==> src/rtl/spi_pixel_receiver.sv <==
// ----------------------------------------------------------------------------
// spi_pixel_receiver
//
// Receives pixel words from an SPI host (mode 0, MSB first) and writes them
// into one half of a double-buffered framebuffer. Addresses advance
// row-major through the panel. After the last pixel of a frame, the
// half being written flips, so the display side can read the finished frame.
//
// Optional feature (macro SPI_IDLE_RESYNC_EN): if spi_clk has no rising edge
// for IDLE_TIMEOUT clk cycles, the bit and pixel counters return to 0. The
// host can then recover word/frame alignment by pausing. When the macro is
// not defined, no idle counter exists.
//
// Ports
//   clk            in   system clock, all state on its rising edge
//   reset          in   asynchronous, active-high reset
//   spi_clk        in   SPI clock from host (asynchronous to clk)
//   spi_mosi       in   SPI data from host (asynchronous to clk)
//   pixel_data     out  completed pixel word, held until the next write
//   pixel_addr     out  linear address y*WIDTH+x of pixel_data, held
//   pixel_write    out  one-cycle framebuffer write strobe
//   write_buffer   out  framebuffer half currently being written
//   frame_complete out  one-cycle pulse with the write of the last pixel
// ----------------------------------------------------------------------------
module spi_pixel_receiver #(
  parameter int WIDTH        = 64,
  parameter int HEIGHT       = 32,
  parameter int PIXEL_BITS   = 16,
  parameter int IDLE_TIMEOUT = 1024
) (
  input  logic                             clk,
  input  logic                             reset,
  input  logic                             spi_clk,
  input  logic                             spi_mosi,
  output logic [PIXEL_BITS-1:0]            pixel_data,
  output logic [$clog2(WIDTH*HEIGHT)-1:0]  pixel_addr,
  output logic                             pixel_write,
  output logic                             write_buffer,
  output logic                             frame_complete
);

  localparam int NUM_PIXELS = WIDTH * HEIGHT;
  localparam int ADDR_W     = $clog2(NUM_PIXELS);
  localparam int BIT_W      = $clog2(PIXEL_BITS);

  localparam logic [ADDR_W-1:0] LAST_ADDR = ADDR_W'(NUM_PIXELS - 1);
  localparam logic [BIT_W-1:0]  LAST_BIT  = BIT_W'(PIXEL_BITS - 1);

  // Two-flop synchronizers. Index [1] is the stable stage. Clock and data
  // come from the same stage, so they stay aligned to each other.
  logic [1:0] spi_clk_sync;
  logic [1:0] spi_mosi_sync;
  logic       spi_clk_prev;

  // The partial word only needs PIXEL_BITS-1 stored bits. The last bit is
  // taken directly from the synchronizer when the word completes.
  logic [PIXEL_BITS-2:0] shift_reg;
  logic [BIT_W-1:0]      bit_cnt;
  logic [ADDR_W-1:0]     pix_cnt;

  logic                  spi_rise;
  logic                  bit_in;
  logic [PIXEL_BITS-1:0] assembled;
  logic                  resync;

  assign spi_rise  = spi_clk_sync[1] & ~spi_clk_prev;
  assign bit_in    = spi_mosi_sync[1];
  assign assembled = {shift_reg, bit_in};

  always_ff @(posedge clk or posedge reset) begin
    if (reset) begin
      spi_clk_sync  <= '0;
      spi_mosi_sync <= '0;
      spi_clk_prev  <= 1'b0;
    end else begin
      // NOTE: all sequential state uses non-blocking assignments. Each flop
      // then samples the value from before the edge, which makes a shift
      // chain like this behave as a real synchronizer.
      spi_clk_sync  <= {spi_clk_sync[0], spi_clk};
      spi_mosi_sync <= {spi_mosi_sync[0], spi_mosi};
      spi_clk_prev  <= spi_clk_sync[1];
    end
  end

`ifdef SPI_IDLE_RESYNC_EN
  localparam int IDLE_W = $clog2(IDLE_TIMEOUT + 1);
  localparam logic [IDLE_W-1:0] IDLE_MAX = IDLE_W'(IDLE_TIMEOUT);
  localparam logic [IDLE_W-1:0] IDLE_PRE = IDLE_W'(IDLE_TIMEOUT - 1);

  logic [IDLE_W-1:0] idle_cnt;

  // Saturating count of clk cycles since the last spi_clk rising edge.
  always_ff @(posedge clk or posedge reset) begin
    if (reset) begin
      idle_cnt <= '0;
    end else if (spi_rise) begin
      idle_cnt <= '0;
    end else if (idle_cnt != IDLE_MAX) begin
      idle_cnt <= idle_cnt + 1'b1;
    end
  end

  // Fires once, in the cycle where the count reaches IDLE_TIMEOUT.
  assign resync = !spi_rise && (idle_cnt == IDLE_PRE);
`else
  assign resync = 1'b0;
`endif

  always_ff @(posedge clk or posedge reset) begin
    if (reset) begin
      shift_reg      <= '0;
      bit_cnt        <= '0;
      pix_cnt        <= '0;
      pixel_data     <= '0;
      pixel_addr     <= '0;
      pixel_write    <= 1'b0;
      frame_complete <= 1'b0;
      write_buffer   <= 1'b0;
    end else begin
      pixel_write    <= 1'b0;
      frame_complete <= 1'b0;

      // Flip halves one cycle after the final write, so that write still
      // lands in the half it belongs to.
      if (frame_complete) begin
        write_buffer <= ~write_buffer;
      end

      if (spi_rise) begin
        shift_reg <= assembled[PIXEL_BITS-2:0];
        if (bit_cnt == LAST_BIT) begin
          // Counter is back at 0 while the strobe is high, so an edge in
          // the write cycle starts the next word without losing a bit.
          bit_cnt        <= '0;
          pixel_write    <= 1'b1;
          pixel_data     <= assembled;
          pixel_addr     <= pix_cnt;
          frame_complete <= (pix_cnt == LAST_ADDR);
          pix_cnt        <= (pix_cnt == LAST_ADDR) ? '0 : pix_cnt + 1'b1;
        end else begin
          bit_cnt <= bit_cnt + 1'b1;
        end
      end else if (resync) begin
        bit_cnt <= '0;
        pix_cnt <= '0;
      end
    end
  end

endmodule
==> config.mk <==
export PLATFORM = sky130hd
export DESIGN_NAME = spi_pixel_receiver
export DESIGN_NICKNAME = d
export VERILOG_FILES = /design/src/rtl/spi_pixel_receiver.sv
export SDC_FILE = /design/constraint.sdc
export NUM_CORES = 1
export LEC_CHECK = 0
export BUFFER_PORTS_ARGS = -buffer_cell sky130_fd_sc_hd__buf_2
export CAP_MARGIN = 20
export CORE_MARGIN = 1.5
export CORE_UTILIZATION = 50
export CTS_CLUSTER_DIAMETER = 50
export DETAILED_ROUTE_END_ITERATION = 8
export GPL_TIMING_DRIVEN = 0
export MAX_ROUTING_LAYER = met4
export PLACE_DENSITY = 0.77
export SLEW_MARGIN = 20
export SYNTH_ARGS = -nofsm -noshare
export SYNTH_HDL_FRONTEND = slang
export SYNTH_SLANG_ARGS = --single-unit
==> constraint.sdc <==
create_clock -name clk -period 3.5 [get_ports clk]
set_input_delay 0.35 -clock clk [delete_from_list [all_inputs] [get_ports clk]]
set_output_delay 0.35 -clock clk [all_outputs]
set_load 0.05 [all_outputs]
==> flow_summary_export.csv <==
group,metric,value,unit
logic_synthesis,ys.warnings.count,0,
critical_path,required,3720,ps
final_layout,instances_no_fill,321,
placement,dp.cells,305,
global_routing,grt_pass1_vias,1466,
critical_path,cpLargestDelayFamily,"simple AND/OR/NAND/NOR gates",
run,maxCapViolCount,0,
timing,relSlewSlack,0.665,
cts,cts_resized,0,
route,drc,0,
logic_synthesis,yosysUniqueCellTypes,24,
cts,h-tree-depth,3,
timing,max_freq,539,MHz
logic_synthesis,seq_area_frac_synth,0.651,
global_routing,grt_usage,0.178,
die,die_area,5430,um^2
cts,worstSkewPairLatency,340,ps
timing,worstMarginPinSlew,503,ps
route,routed_wl,4050,um
logic_synthesis,synthCells,204,
logic_synthesis,syn_area,2500,um^2
timing,finalHoldViolCount,0,
placement,dp_hpwl,2710,um
final_layout,fillers,390,
placement,placed_cell_area,2770,um^2
timing,timing.hold.ws,3.59,ps
power,power.density,626,nW/um^2
logic_synthesis,synth_seq_cells,65,
critical_path,crit_start,"bit_cnt[0]$_DFFE_PP0P_",
cts,postCtsSetupRepairBufs,0,
critical_path,slowest_stage,"dfrtp_1",
placement,place_ws,1640,ps
route,antenna_left,0,
final_layout,drive_gt1_frac,0.335,
timing,grt_setup_unrepaired,"no",
global_routing,grt_pass1_wl,6900,um
cts,hold_buffers,0,
route,drt-vias-per-instance,4.89,
die,fp.coreArea,4750,um^2
timing,setup_violations,0,
global_routing,antenna_found_initial,0,
power,ir_worst_vdd,0.352,mV
logic_synthesis,synth_area_leaders,"dfrtp_1, mux2_2, nand2_1",
cts,root_buffer,"clkbuf_8",
critical_path,crit_type,"reg2reg",
final_layout,syn_to_final_growth,21.5,%
timing,worst_slack,1640,ps
logic_synthesis,synth_top_area_cell,"dfrtp_1",
power,finalPower,1.90,mW
critical_path,cp_num_buf_inv,1,
final_layout,fin_area,3040,um^2
die,start_util,0.526,
outcome,status,"finished, final reports clean",
critical_path,crit_end,"pixel_addr[9]$_DFFE_PP0P_",
die,die_h,73.7,um
die,die_w,73.7,um
timing,min_period,1860,ps
logic_synthesis,netlist.area_leader.share,0.651,
die,rows,25,
route,wl_per_cell,12.6,um
cts,clk_path_buf_depth,2,
placement,port_buffers,33,
logic_synthesis,synth_fp_nets,210,
final_layout,fin_util,0.639,
cts,clock-sinks,65,
hold_path,min_path_type,"in2async",
route,routed-via-count,1569,
timing,fin_worst_skew,8.58,ps
critical_path,path_depth,5,
final_layout,final_common_cell,"dfrtp_1",
power,p_leak,1.61,nW
global_routing,grt_max_degree,36,
critical_path,r2r_end,"pixel_addr[9]$_DFFE_PP0P_",
route,drtIter0Drc,98,
final_layout,largest_reg_flops,16,
timing,period_share,0.530,
timing,drv_slew,0,
final_layout,nNetsFinal,255,
cts,cts.clk_slew.worst_paths,70,ps
cts,cts_buffers,9,
timing,fin_tns_setup,0,ps
route,first_pass_iters,4,
cts,cts_tree,"yes",
final_layout,n_antenna_cell,0,
critical_path,crit_path_max_incr_delay,410,ps
critical_path,critPathMaxFanout,10,
placement,gp_congestion,0.761,
critical_path,worstReg2RegStart,"bit_cnt[0]$_DFFE_PP0P_",
logic_synthesis,syn_area_per_cell,12.3,um^2
die,io_pins,34,
critical_path,start_kind,"flop",
critical_path,rrSetupSlack,1640,ps
critical_path,end_kind,"flop",
global_routing,grt_remaining_overflow,0,
critical_path,reg2regPathDepth,5,
critical_path,crit_chain,"ha_1, nand3_2, nor2_1, buf_2, mux2_2",
final_layout,final_cell_mix,"dfrtp_1, nand2_1, buf_2",
critical_path,worstPathArrival,2070,ps
-- cells in the mapped netlist --
library cell	n
or4_4	1
nand4_1	4
nor2_2	1
o21ai_0	7
xnor2_1	9
clkbuf_1	4
ha_1	2
o41ai_1	1
nor3_1	1
dfrtp_1	65
nor2b_1	1
nor3_4	1
nor2_1	7
nand3_2	1
nand2_1	56
nand3_1	2
xor2_1	2
inv_1	4
nand4b_1	1
buf_2	3
a21oi_1	1
nand2b_1	1
mux2_2	27
nor4_1	2
-- logic make-up (layout without fill, tap and decap cells) --
group | Yosys count | after routing | share of synthesized area
buffers and inverters | 11 | 61 | 0.0180
adder cells (fa/ha/maj) | 2 | 2 | 0.0100
AND/OR/NAND/NOR | 79 | 79 | 0.142
multiplexers | 27 | 27 | 0.122
flip-flops | 65 | 65 | 0.651
XOR/XNOR | 11 | 11 | 0.0385
AO/OA/AOI/OAI | 9 | 9 | 0.0195
-- layer usage --
layer | vias up | GRT usage | share of wire
li1 | 760 | - | -
met1 | 770 | 0.228 | 0.47
met2 | 30 | 0.255 | 0.47
met3 | 9 | 0.0521 | 0.039
met4 | 0 | 0.0926 | 0.021
met5 | - | - | 0
-- cell type report --
cell class / instances / area (um^2) / share of cell area
timing repair buffer: 34 / 185 / 0.0610
multi-input combinational: 128 / 828 / 0.273
clock inverter: 7 / 141 / 0.0466
tap: 67 / 83.8 / 0.0276
buffer: 7 / 30.0 / 0.00989
clock buffer: 9 / 124 / 0.0408
sequential: 65 / 1630 / 0.536
inverter: 4 / 17.5 / 0.00577
-- power by group --
group | switching [mW] | internal [mW] | total (mW)
clock | 0.288 | 0.546 | 0.834
sequential | 0.0621 | 0.825 | 0.887
combinational | 0.120 | 0.0602 | 0.180
-- worst min path at each step --
stage | from | to | slack (ps) | depth (start not counted)
floorplan | spi_clk_sync[0]$_DFF_PP0_ | spi_clk_sync[1]$_DFF_PP0_ | 330 | 0
global route | reset | write_buffer$_DFFE_PP0P_ | 20 | 2
global placement | spi_mosi_sync[0]$_DFF_PP0_ | spi_mosi_sync[1]$_DFF_PP0_ | 330 | 0
detailed placement | spi_clk_sync[0]$_DFF_PP0_ | spi_clk_sync[1]$_DFF_PP0_ | 340 | 0
finish | reset | write_buffer$_DFFE_PP0P_ | 4 | 2
CTS | reset | write_buffer$_DFFE_PP0P_ | 10 | 2
Power figures use the tool's default switching activity.
